<file path="config.mk">
export PLATFORM = sky130hd
export DESIGN_NAME = inst_fetch_queue_flat
export DESIGN_NICKNAME = d
export VERILOG_FILES = /design/src/rtl/inst_fetch_queue_if.sv /design/src/rtl/inst_fetch_queue.sv /design/src/flat_wrapper.sv
export SDC_FILE = /design/constraint.sdc
export NUM_CORES = 1
export LEC_CHECK = 0
export BUFFER_PORTS_ARGS = -buffer_cell sky130_fd_sc_hd__buf_4
export CAP_MARGIN = 25
export CORE_MARGIN = 5
export CORE_UTILIZATION = 45
export CTS_BUF_LIST = sky130_fd_sc_hd__clkbuf_8
export DETAILED_ROUTE_END_ITERATION = 16
export PLACE_DENSITY = 0.65
export SYNTH_ARGS = -nofsm -noshare
export SYNTH_HDL_FRONTEND = slang
export SYNTH_SLANG_ARGS = --single-unit
</file>
<file path="constraint.sdc">
create_clock -name clk -period 5.3 [get_ports clk]
set_input_delay 0.53 -clock clk [delete_from_list [all_inputs] [get_ports clk]]
set_output_delay 0.53 -clock clk [all_outputs]
set_load 0.05 [all_outputs]
</file>
<file path="src/rtl/inst_fetch_queue_if.sv">
// Handshake and data bundle between the IF stage, the fetch queue and ID.
// The master side is IF/ID together, because it drives the queue's inputs.
// The slave side is the queue.
interface inst_fetch_queue_if #(
  parameter int ADDR_BIT = 10,
  parameter int PTR_BIT  = 2
);
  logic                en;
  logic                flush;
  logic                in_valid;
  logic                in_ready;
  logic [ADDR_BIT-1:0] in_pc_4;
  logic [31:0]         in_inst;
  logic                out_ready;
  logic                out_valid;
  logic [ADDR_BIT-1:0] out_pc_4;
  logic [31:0]         out_inst;
  logic [PTR_BIT:0]    count;

  modport master (
    output en, flush, in_valid, in_pc_4, in_inst, out_ready,
    input  in_ready, out_valid, out_pc_4, out_inst, count
  );

  modport slave (
    input  en, flush, in_valid, in_pc_4, in_inst, out_ready,
    output in_ready, out_valid, out_pc_4, out_inst, count
  );
endinterface

</file>
<file path="src/rtl/inst_fetch_queue.sv">
// Circular FIFO of {pc_4, inst} pairs that sits between IF and ID.
// - IF keeps fetching while ID stalls.
// - An EX redirect (flush) discards every queued entry.
// - When the queue is empty, ID sees a NOP bubble (zeros).
module inst_fetch_queue #(
  parameter int ADDR_BIT = 10,
  parameter int DEPTH    = 4,
  parameter int PTR_BIT  = 2
) (
  input  logic              clk,
  input  logic              rst,
  inst_fetch_queue_if.slave q
);
  localparam logic [PTR_BIT:0] FULL = (PTR_BIT+1)'(DEPTH);

  logic [ADDR_BIT+31:0] mem [DEPTH];
  logic [PTR_BIT-1:0]   wr_ptr;
  logic [PTR_BIT-1:0]   rd_ptr;
  logic [PTR_BIT:0]     count_q;
  logic                 push;
  logic                 pop;
  logic [ADDR_BIT+31:0] head;

  // Handshake qualification.
  // in_ready depends on the count alone, so there is no combinational path from ID back to IF.
  always_comb begin
    q.in_ready  = (count_q != FULL);
    q.out_valid = (count_q != '0);
    push        = q.en & q.in_valid & q.in_ready & ~q.flush;
    pop         = q.en & q.out_ready & q.out_valid & ~q.flush;
  end

  // Pointer and occupancy registers.
  // Pointers wrap naturally at DEPTH.
  // flush restarts the ring at slot 0.
  always_ff @(posedge clk or posedge rst) begin
    if (rst) begin
      wr_ptr  <= '0;
      rd_ptr  <= '0;
      count_q <= '0;
    end else if (q.en) begin
      if (q.flush) begin
        wr_ptr  <= '0;
        rd_ptr  <= '0;
        count_q <= '0;
      end else begin
        if (push) wr_ptr <= wr_ptr + 1'b1;
        if (pop)  rd_ptr <= rd_ptr + 1'b1;
        case ({push, pop})
          2'b10:   count_q <= count_q + 1'b1;
          2'b01:   count_q <= count_q - 1'b1;
          default: count_q <= count_q;
        endcase
      end
    end
  end

  // Entry storage.
  // It is not reset, because the count alone decides which slots are live.
  always_ff @(posedge clk) begin
    if (push) mem[wr_ptr] <= {q.in_pc_4, q.in_inst};
  end

  // Head read-out.
  // The outputs come only from storage, gated to zero when the queue is empty.
  // There is never a bypass from in_*.
  always_comb begin
    head       = mem[rd_ptr];
    q.out_inst = q.out_valid ? head[31:0] : 32'd0;
    q.out_pc_4 = q.out_valid ? head[ADDR_BIT+31:32] : '0;
    q.count    = count_q;
  end
endmodule
</file>
<file path="src/flat_wrapper.sv">
// flat-port wrapper written by rule: the top's interface ports become plain ports
module inst_fetch_queue_flat 
#(
  parameter int ADDR_BIT = 10,
  parameter int DEPTH    = 4,
  parameter int PTR_BIT  = 2
)
  (clk, rst, q_en, q_flush, q_in_valid, q_in_pc_4, q_in_inst, q_out_ready, q_in_ready, q_out_valid, q_out_pc_4, q_out_inst, q_count);
  inst_fetch_queue_if #(.ADDR_BIT(ADDR_BIT), .PTR_BIT(PTR_BIT)) q_i ();
  input  logic clk;
  input  logic rst;
  input wire logic [$bits(q_i.en)-1:0] q_en;
  input wire logic [$bits(q_i.flush)-1:0] q_flush;
  input wire logic [$bits(q_i.in_valid)-1:0] q_in_valid;
  input wire logic [$bits(q_i.in_pc_4)-1:0] q_in_pc_4;
  input wire logic [$bits(q_i.in_inst)-1:0] q_in_inst;
  input wire logic [$bits(q_i.out_ready)-1:0] q_out_ready;
  output wire logic [$bits(q_i.in_ready)-1:0] q_in_ready;
  output wire logic [$bits(q_i.out_valid)-1:0] q_out_valid;
  output wire logic [$bits(q_i.out_pc_4)-1:0] q_out_pc_4;
  output wire logic [$bits(q_i.out_inst)-1:0] q_out_inst;
  output wire logic [$bits(q_i.count)-1:0] q_count;
  assign q_i.en = q_en;
  assign q_i.flush = q_flush;
  assign q_i.in_valid = q_in_valid;
  assign q_i.in_pc_4 = q_in_pc_4;
  assign q_i.in_inst = q_in_inst;
  assign q_i.out_ready = q_out_ready;
  assign q_in_ready = q_i.in_ready;
  assign q_out_valid = q_i.out_valid;
  assign q_out_pc_4 = q_i.out_pc_4;
  assign q_out_inst = q_i.out_inst;
  assign q_count = q_i.count;
  inst_fetch_queue #(.ADDR_BIT(ADDR_BIT), .DEPTH(DEPTH), .PTR_BIT(PTR_BIT)) u_core (.clk(clk), .rst(rst), .q(q_i));
endmodule
</file>
==> After elaboration in Yosys (flattened, before gate mapping) <==
Memory sizes are Yosys's and may differ from the RTL's.
Index checks and enable logic that the tools add are counted.
{ "word_totals": {"ff_bits": 7, "ram_bits": 168, "output_inout_bits": 47, "wordCells": 35, "mem_count": 1} }
{ "mem_list": {"columns": ["name", "depth", "word_bits", "read_ports", "rd_ports_with_merged_regs", "write_ports", "line", "rtl"], "rows": [
  ["u_core.mem", 4, 42, 1, 0, 1, "inst_fetch_queue.sv:16", "logic [ADDR_BIT+31:0] mem [DEPTH];"]
]} }
{ "op_classes": {"n_addsub": 4, "n_eq_ne": 3, "muxes": 10, "bitwise": 7, "n_reduce_logical": 7} }
{ "op_table": {"columns": ["op", "n"], "rows": [
  ["2-to-1 mux 32 bit", 1],
  ["2-to-1 mux 10 bit", 1],
  ["2-to-1 mux 2 bit", 4],
  ["bitwise AND 1 bit", 6],
  ["case mux 3 bit (2 select lines)", 1],
  ["AND reduction 2 bit", 3],
  ["nonzero test 3 bit", 2],
  ["adder 2 x 1 -> 2 bit, second input constant", 2],
  ["nonzero test 2 bit", 2],
  ["adder 3 x 1 -> 3 bit, second input constant", 1],
  ["2-to-1 mux 3 bit", 1],
  ["!= test 3 bit, second input constant", 1],
  ["subtractor 3 x 1 -> 3 bit, second input constant", 1],
  ["== test 2 x 1 -> 1 bit, second input constant", 1],
  ["== test 2 bit, second input constant", 1],
  ["2-to-1 mux 1 bit", 2],
  ["inverter 1 bit", 1]
]} }

==> Depth between registers and ports, before layout <==
Gate-level depths: netlist of run 1.
{ "depth": {"depth_word": 6, "ltp_mapped": 7} }

==> Worst setup path after synthesis of run 1 <==
OpenSTA, ideal clock, no wires.
{ "synth_path": {"kind": "register to register", "from": "register u_core.count_q[0] (netlist: u_core.q.count[0])", "to": "memory u_core.mem[0][0] (netlist bit) (enable)", "arrival_time_ps": 2473, "required_ps": 4896, "slack_ps": 2424, "stages_incl_launch_ff": 5, "path_buffers": 0, "path_cell_list": "dfrtp_1 or3b_4 nand3_1 nor2_1 and2_1"} }
{ "synth_via": {"elab_chain_cells": 5} }
{ "synth_rtl": {"columns": ["element", "line", "rtl"], "rows": [
  ["start, declared", "inst_fetch_queue.sv:19", "logic [PTR_BIT:0] count_q;"],
  ["start signal, assigned", "inst_fetch_queue.sv:50", "2'b10: count_q <= count_q + 1'b1;"],
  ["start signal, assigned", "inst_fetch_queue.sv:51", "2'b01: count_q <= count_q - 1'b1;"],
  ["start signal, assigned", "inst_fetch_queue.sv:52", "default: count_q <= count_q;"],
  ["!= test 3 bit", "inst_fetch_queue.sv:27", "q.in_ready = (count_q != FULL);"],
  ["net q_in_ready", "flat_wrapper.sv:18", "output wire logic [$bits(q_i.in_ready)-1:0] q_in_ready;"],
  ["bitwise AND 1 bit (2 in a row)", "inst_fetch_queue.sv:29", "push = q.en & q.in_valid & q.in_ready & ~q.flush;"],
  ["2-to-1 mux 1 bit", "inst_fetch_queue.sv:61", "if (push) mem[wr_ptr] <= {q.in_pc_4, q.in_inst};"],
  ["2-to-1 mux 1 bit (not written as such)", "inst_fetch_queue.sv:61", null],
  ["end, declared", "inst_fetch_queue.sv:16", null]
]} }
The timed path passes the listed nets, and every way through them passes these cells.

==> Worst setup path in the final report of run 1 <==
{ "layout_path": {"from": "register u_core.rd_ptr[0]", "to": "output port q_out_inst[31]"} }
{ "layout_via": {"elab_chain_cells": 2} }
{ "layout_rtl": {"columns": ["element", "line", "rtl"], "rows": [
  ["start, declared", "inst_fetch_queue.sv:18", "logic [PTR_BIT-1:0] rd_ptr;"],
  ["start signal, assigned", "inst_fetch_queue.sv:48", "if (pop) rd_ptr <= rd_ptr + 1'b1;"],
  ["memory read (4 x 42 bit)", null, null],
  ["2-to-1 mux 32 bit", "inst_fetch_queue.sv:69", "q.out_inst = q.out_valid ? head[31:0] : 32'd0;"],
  ["end, declared", "flat_wrapper.sv:21", "output wire logic [$bits(q_i.out_inst)-1:0] q_out_inst;"]
]} }
No other way between the ends.

==> results of run 1 <==
-- registers in the layout, summed over array words and instances, names as in the netlist --
name,count
u_core.mem,168
u_core.q.count,3
u_core.rd_ptr,2
u_core.wr_ptr,2
-- power groups by stage --
| stage | Clock [W] | Combinational (W) | Sequential, W |
|---|---|---|---|
| floorplan | 0 | 0.00120 | 0.00168 |
| global placement | 0 | 0.00161 | 0.00175 |
| detailed placement | 0 | 0.00164 | 0.00174 |
| CTS | 0.000873 | 0.00164 | 0.00171 |
| global route | 0.000924 | 0.00170 | 0.00173 |
| finish | 0.000840 | 0.00162 | 0.00170 |
-- path summary, 6_finish.rpt --
check | startpoint | end | slack (ns) | cells past startpoint
worst min register to register | u_core.wr_ptr[0] | u_core.wr_ptr[0] | 0.57 | 1
max in group asynchronous | rst | u_core.rd_ptr[0] | 4.45 | 3
min in group asynchronous | rst | u_core.q.count[1] | 0.58 | 3
worst min-delay path | q_in_inst[11] | u_core.mem[1][11] | 0.28 | 1
worst max-delay path | u_core.rd_ptr[0] | q_out_inst[31] | 2.28 | 3
worst max register to register | u_core.q.count[1] | u_core.q.count[0] | 2.94 | 5
-- critical path: cells and delay by family, from the launching register on --
kind / cells / cell delay [ns]
simple gates: 1 / 0.18
flops: 1 / 1.02
mux: 1 / 0.63
buf+inv: 1 / 0.19
-- synth_stat cells (all sizes together), types with 3 or more instances --
cell type and number:
buf 7, o21ai 5, clkbuf 10, inv 4, edfxtp 168, and2 46, mux4 42, ha 4
nor2 5, dfrtp 7, o31ai 3
-- cells by family after synthesis --
group	count (synthesis)	synth area share, %
fa+ha+maj	5	1.022
flops	175	76.17
xor+xnor	2	0.2557
buf+inv	21	1.278
mux	46	14.42
simple gates	60	5.277
compound gates	15	1.570
-- cell type report --
class / count / area, sq um
fill: 1196 / 6935
sequential: 175 / 5225
multi-input combinational: 128 / 1550
timing repair buffer: 100 / 765.7
tap: 188 / 235.2
clock buffer: 17 / 234.0
clock inverter: 15 / 128.9
inverter: 4 / 15.01
-- layer usage --
metal | routed length [microns] | up-vias
li1 | - | 1502
met1 | 5104 | 1689
met2 | 6282 | 78
met3 | 647 | 14
met4 | 167 | 0
met5 | 0 | -
-- per-stage QoR --
| stage | worst slack, ns | utilization, % | instance area, sq um | hold slack [ns] |
|---|---|---|---|---|
| 2_1_floorplan | 2.424 | - | 6853 | 0.3334 |
| 3_3_place_gp | 2.682 | 51.43 | 7761 | 0.4975 |
| 3_5_place_dp | 2.680 | 51.57 | 7781 | 0.4964 |
| 4_1_cts | 2.166 | 54.04 | 8154 | 0.2399 |
| 5_1_grt | 2.073 | 54.04 | 8154 | 0.2350 |
| 6_report | 2.281 | 54.04 | 8154 | 0.2788 |
-- timing repair --
item                                   4_1_cts  5_1_grt
setup buffers                                0        0
hold buffers                                 1        0
endpoints found under the hold margin        7        0
==> qor.csv, run 1 <==
stage;metric;value;unit
clocking;Sink Count;175;
clocking;Clock Latency Late Sink;0.45;ns
yosys;Post-synth EDFFs;168;
worst_setup_path;crit path cell chain;mux4_2 > and2_1 > buf_4;
final_layout;Layout area overhead;18.99;%
worst_setup_path;WS Path Type;register to output pin;
global_route;Overall Global Routing Usage;14.51;%
timing;Max Clock Freq;0.3313;GHz
yosys;largest cells by area after synthesis;edfxtp_1 74%, mux4_2 14%, and2_1 4.2%;
yosys;Mean Syn Cell Area;21.15;sq um
power_and_ir_drop;P per Cell Area;510.0;nW/um^2
drt;vias post-DR;3283;
global_route;met2 Use GR;24.15;%
place;RD Place Congestion;0.7073;
drt;DR vias/cell;5.236;
global_route;vias in the first global route;3521;
yosys;sequential area share after synthesis;76.17;%
timing;endpoints failing setup;0;
yosys;syn nets;377;
yosys;YS warnings;0;
yosys;Post-Syn Area;6853;sq um
global_route;met3 Use GR;5.023;%
timing;Slew headroom;41.58;%
clocking;cts bufs inserted;17;
timing;Max Slew Vio Count;0;
place;hpwl dp;7.203;mm
worst_setup_path;CP max FO;45;
power_and_ir_drop;Peak VDD IR;0.2959;mV
yosys;Synth Flop Type;edfxtp_1;
final_layout;layout cells sized above 1;41.00;%
power_and_ir_drop;Comb power frac;38.9;%
clocking;root cell of the clock tree;clkbuf_8;
final_layout;nets@finish;479;
die;Top Ports;95;
worst_setup_path;Critical Path Max Stage Delay;1.02;ns
power_and_ir_drop;total power;0.004158;W
drt;post-route ant nets;0;
clocking;Worst-path clk slew;0.08;ns
yosys;synthesized netlist cell count;324;
global_route;total gr overflow;0;
final_layout;commonest non-fill, non-tap cell in the layout;edfxtp_1;
die;DIE AREA;17800;sq um
worst_setup_path;critical path arrival;2.49;ns
yosys;#FFs+latches synth;175;
yosys;ys async rst share;4.000;%
clocking;Longest Clk Path Bufs;2;
clocking;CTS tree;yes;
drt;Avg WL per Cell;19.46;microns
final_layout;commonest cells after routing, fill and taps aside;168 x edfxtp_1, 98 x buf_4, 42 x mux4_2, 42 x and2_1, 17 x clkbuf_8;
worst_setup_path;Critical Path End Type;output pin;
timing;RSZ-0062 raised after global routing;false;
global_route;initial antenna violation count;0;
die;Die W;133.4;microns
job;Max Cap Viol;0;
power_and_ir_drop;sw power;0.001593;W
final_layout;final cell count without fillers;627;
drt;total wire length;12.20;mm
yosys;synth unique cells;30;
status;status;completed;
timing;final worst path period need;3.019;ns
worst_setup_path;slowest CP cell;dfrtp_4;
global_route;pin count of the biggest net entering global routing;47;
die;Starting Density;45.41;%
drt;DR pass1 iterations;4;
die;DIE HEIGHT;133.4;microns
die;Core Region;15090;sq um
global_route;met1 Use GR;17.70;%
die;row count;45;
timing;Slew @ Worst Pin;0.8763;ns
timing;Clock Skew;0.009357;ns
power_and_ir_drop;Internal;0.002565;W
power_and_ir_drop;clock share of power;20.2;%
power_and_ir_drop;Sw Ratio;38.31;%
global_route;busiest grt layer;met2;
clocking;Post-CTS Resized;0;
timing;period utilization;56.96;%
place;Inst Count DP;594;
worst_setup_path;Critical Path RT;4.77;ns
power_and_ir_drop;Reg power frac;40.9;%
drt;DRC marker count from the first detailed-route iteration;143;
timing;setup TNS;0;ns
worst_hold_path;worst min path class;input pin to register;
yosys;Synth top area share;73.62;%
power_and_ir_drop;Leak;2.781;nW
drt;DRC;0;
worst_setup_path;startpoint types;register;
global_route;first-pass GRT wire length;19.18;mm
clocking;H-Tree Level Count;4;
timing;final hold vios;0;
yosys;post-synth top area cell;edfxtp_1;
final_layout;n_diodes;0;
place;PortBufs;94;
Note: power is estimated with default switching activity, not from simulation.
==> run 2: changes to the inputs <==
--- a/config.mk
+++ b/config.mk
@@ -11,7 +11,7 @@
 export CORE_UTILIZATION = 45
 export CTS_BUF_LIST = sky130_fd_sc_hd__clkbuf_8
 export DETAILED_ROUTE_END_ITERATION = 16
-export PLACE_DENSITY = 0.65
+export PLACE_DENSITY = 0.67
 export SYNTH_ARGS = -nofsm -noshare
 export SYNTH_HDL_FRONTEND = slang
 export SYNTH_SLANG_ARGS = --single-unit
==> constraint.sdc (replaced) <==
create_clock -name clk -period 2.7 [get_ports clk]
set_input_delay 0.27 -clock clk [delete_from_list [all_inputs] [get_ports clk]]
set_output_delay 0.27 -clock clk [all_outputs]
set_load 0.05 [all_outputs]
==> run 2 against run 1 <==
Net effect: worst hold slack got worse by 0.23 ns; clock skew increased by 0.0070 ns; total power rose by 100%; die area unchanged; clock power grew 93%; critical path type unchanged; critical endpoint is now q_out_inst[0].
==> qor.csv, run 2 (synthesized netlist as in run 1, its figures left out) <==
stage;metric;value;unit;change
final_layout;layout cells sized above 1;37.78;%;-3.2 points
timing;Clock Skew;0.01636;ns;+0.007007 ns
worst_setup_path;Critical Path End Type;output pin;;
final_layout;Most flops, register;u_core.mem;;
final_layout;Largest register FFs;168;;unchanged
final_layout;commonest cells after routing, fill and taps aside;168 x edfxtp_1, 104 x buf_4, 42 x mux4_2, 42 x and2_1, 42 x dlygate4sd3_1;;
die;Top Ports;95;;unchanged
worst_setup_path;startpoint types;register;;
final_layout;Layout area overhead;26.13;%;
power_and_ir_drop;Leak;3.010;nW;+8.2%
timing;setup TNS;0;ns;unchanged
worst_setup_path;critical path arrival;2.28;ns;-0.21 ns
global_route;vias in the first global route;3899;;+11%
status;status;completed;;
drt;post-route ant nets;0;;unchanged
worst_setup_path;Critical Path Max Stage Delay;0.72;ns;-0.30 ns
worst_setup_path;crit path cell chain;or3_2 > buf_12 > and2_1 > buf_4;;
timing;Slew @ Worst Pin;0.3804;ns;-0.4959 ns
worst_hold_path;worst min path class;input pin to register;;
timing;Max Clock Freq;0.3923;GHz;
die;row count;45;;unchanged
drt;DR vias/cell;5.178;;-1.1%
die;Die W;133.4;microns;unchanged
worst_hold_path;Hold Crit Depth;1;;unchanged
timing;final worst path period need;2.549;ns;
drt;Avg WL per Cell;19.36;microns;-0.53%
clocking;Worst-path clk slew;0.09;ns;about the same
clocking;Clock Latency Late Sink;0.45;ns;about the same
die;Starting Density;45.41;%;unchanged
clocking;H-Tree Level Count;4;;unchanged
job;Max Cap Viol;0;;unchanged
worst_setup_path;Critical Path RT;2.43;ns;-2.34 ns
final_layout;commonest non-fill, non-tap cell in the layout;edfxtp_1;;
drt;DR pass1 iterations;4;;unchanged
drt;DRC;0;;unchanged
place;RD Place Congestion;0.7196;;+1.7%
final_layout;n_diodes;0;;unchanged
place;hpwl dp;7.859;mm;+9.1%
global_route;total gr overflow;0;;unchanged
final_layout;Final Util;57.28;%;+3.2 points
global_route;first-pass GRT wire length;20.86;mm;+8.7%
timing;RSZ-0062 raised after global routing;false;;
power_and_ir_drop;Peak VDD IR;0.7800;mV;+160%
clocking;Longest Clk Path Bufs;2;;unchanged
worst_setup_path;FF-to-FF path depth;5;;unchanged
global_route;initial antenna violation count;0;;unchanged
global_route;Overall Global Routing Usage;15.60;%;+1.1 points
die;Core Region;15090;sq um;unchanged
drt;DRC marker count from the first detailed-route iteration;169;;+18%
global_route;pin count of the biggest net entering global routing;28;;-40%
clocking;root cell of the clock tree;clkbuf_8;;
clocking;Sink Count;175;;unchanged
die;DIE HEIGHT;133.4;microns;unchanged
timing;final hold vios;0;;unchanged
clocking;cts bufs inserted;17;;unchanged
final_layout;multi-input logic area;1550;sq um;unchanged
worst_setup_path;slowest CP cell;or3_2;;
worst_setup_path;WS Path Type;register to output pin;;
power_and_ir_drop;P per Cell Area;963.0;nW/um^2;+89%
clocking;CTS tree;yes;;
final_layout;filler cell count;1163;;-2.8%
timing;endpoints failing setup;0;;unchanged
drt;total wire length;13.07;mm;+7.1%
place;PortBufs;94;;unchanged
final_layout;register area;5225;sq um;unchanged
timing;period utilization;94.41;%;
timing;Max Slew Vio Count;0;;unchanged
worst_setup_path;CP max FO;27;;-40%
die;DIE AREA;17800;sq um;unchanged
timing;worst hold slack;0.05306;ns;-0.2257 ns
clocking;Post-CTS Resized;0;;unchanged
final_layout;nets@finish;529;;+10%
timing;Slew headroom;74.64;%;+33 points
drt;vias post-DR;3495;;+6.5%
[run 2: what timing repair did]
action | CTS | global route
setup endpoints to repair | 9 | 0
setup buffers | 1 | 0
hold buffers | 42 | 0
endpoints found under the hold margin | 166 | 0
[run 2: cell type report]
cell class | count | area share [%]
clock inverters | 13 | 1.245
well taps | 188 | 2.721
clock buffers | 17 | 2.707
repair buffers | 150 | 14.77
flip-flops and latches | 175 | 60.45
inverters | 4 | 0.1737
multi-input cells | 128 | 17.94
[run 2: critical path: cells and delay by family (launching register included)]
family | cells | cell delay [ns]
DFF | 1 | 0.46
and+or+nand+nor | 2 | 0.89
buffers and inverters | 2 | 0.44
[run 2: final timing paths]
path	start	endpoint	slack, ns
max	u_core.q.count[1]	q_out_inst[0]	0.15
max in group asynchronous	rst	u_core.rd_ptr[0]	2.14
min in group asynchronous	rst	u_core.q.count[1]	0.30
min	q_in_inst[0]	u_core.mem[0][0]	0.05
min reg2reg	u_core.wr_ptr[0]	u_core.wr_ptr[0]	0.56
max reg2reg	u_core.q.count[0]	u_core.q.count[1]	0.47
[run 2: power breakdown]
group | internal, W | total (W) | switching, W
Sequential | 0.00312 | 0.00323 | 0.000114
Combinational | 0.00125 | 0.00347 | 0.00222
Clock | 0.000780 | 0.00162 | 0.000840
Total | 0.00515 | 0.00832 | 0.00317
[run 2: per-layer routing]
layer  wire length, microns  part of all wire (%)  up-vias  global-route usage [%]
met5                      0                     0        -                       0
met4                     95                  0.73        0                   5.829
met3                    675                   5.2        6                   4.607
met2                   6796                    52       89                   26.78
met1                   5498                    42     1804                   18.76
li1                       -                     -     1596                       -
[run 2: stage by stage]
stage                     instances  total power (W)  worst slack, ns  area [sq um]
after floorplan                 324         0.005662           0.1863          6858
after global placement          602         0.006711           0.4798          7866
after detailed placement        602         0.006732           0.4825          7866
after CTS                       675         0.008425           0.1064          8643
after global routing            675         0.008690          0.04620          8643
final                           675         0.008324           0.1509          8643
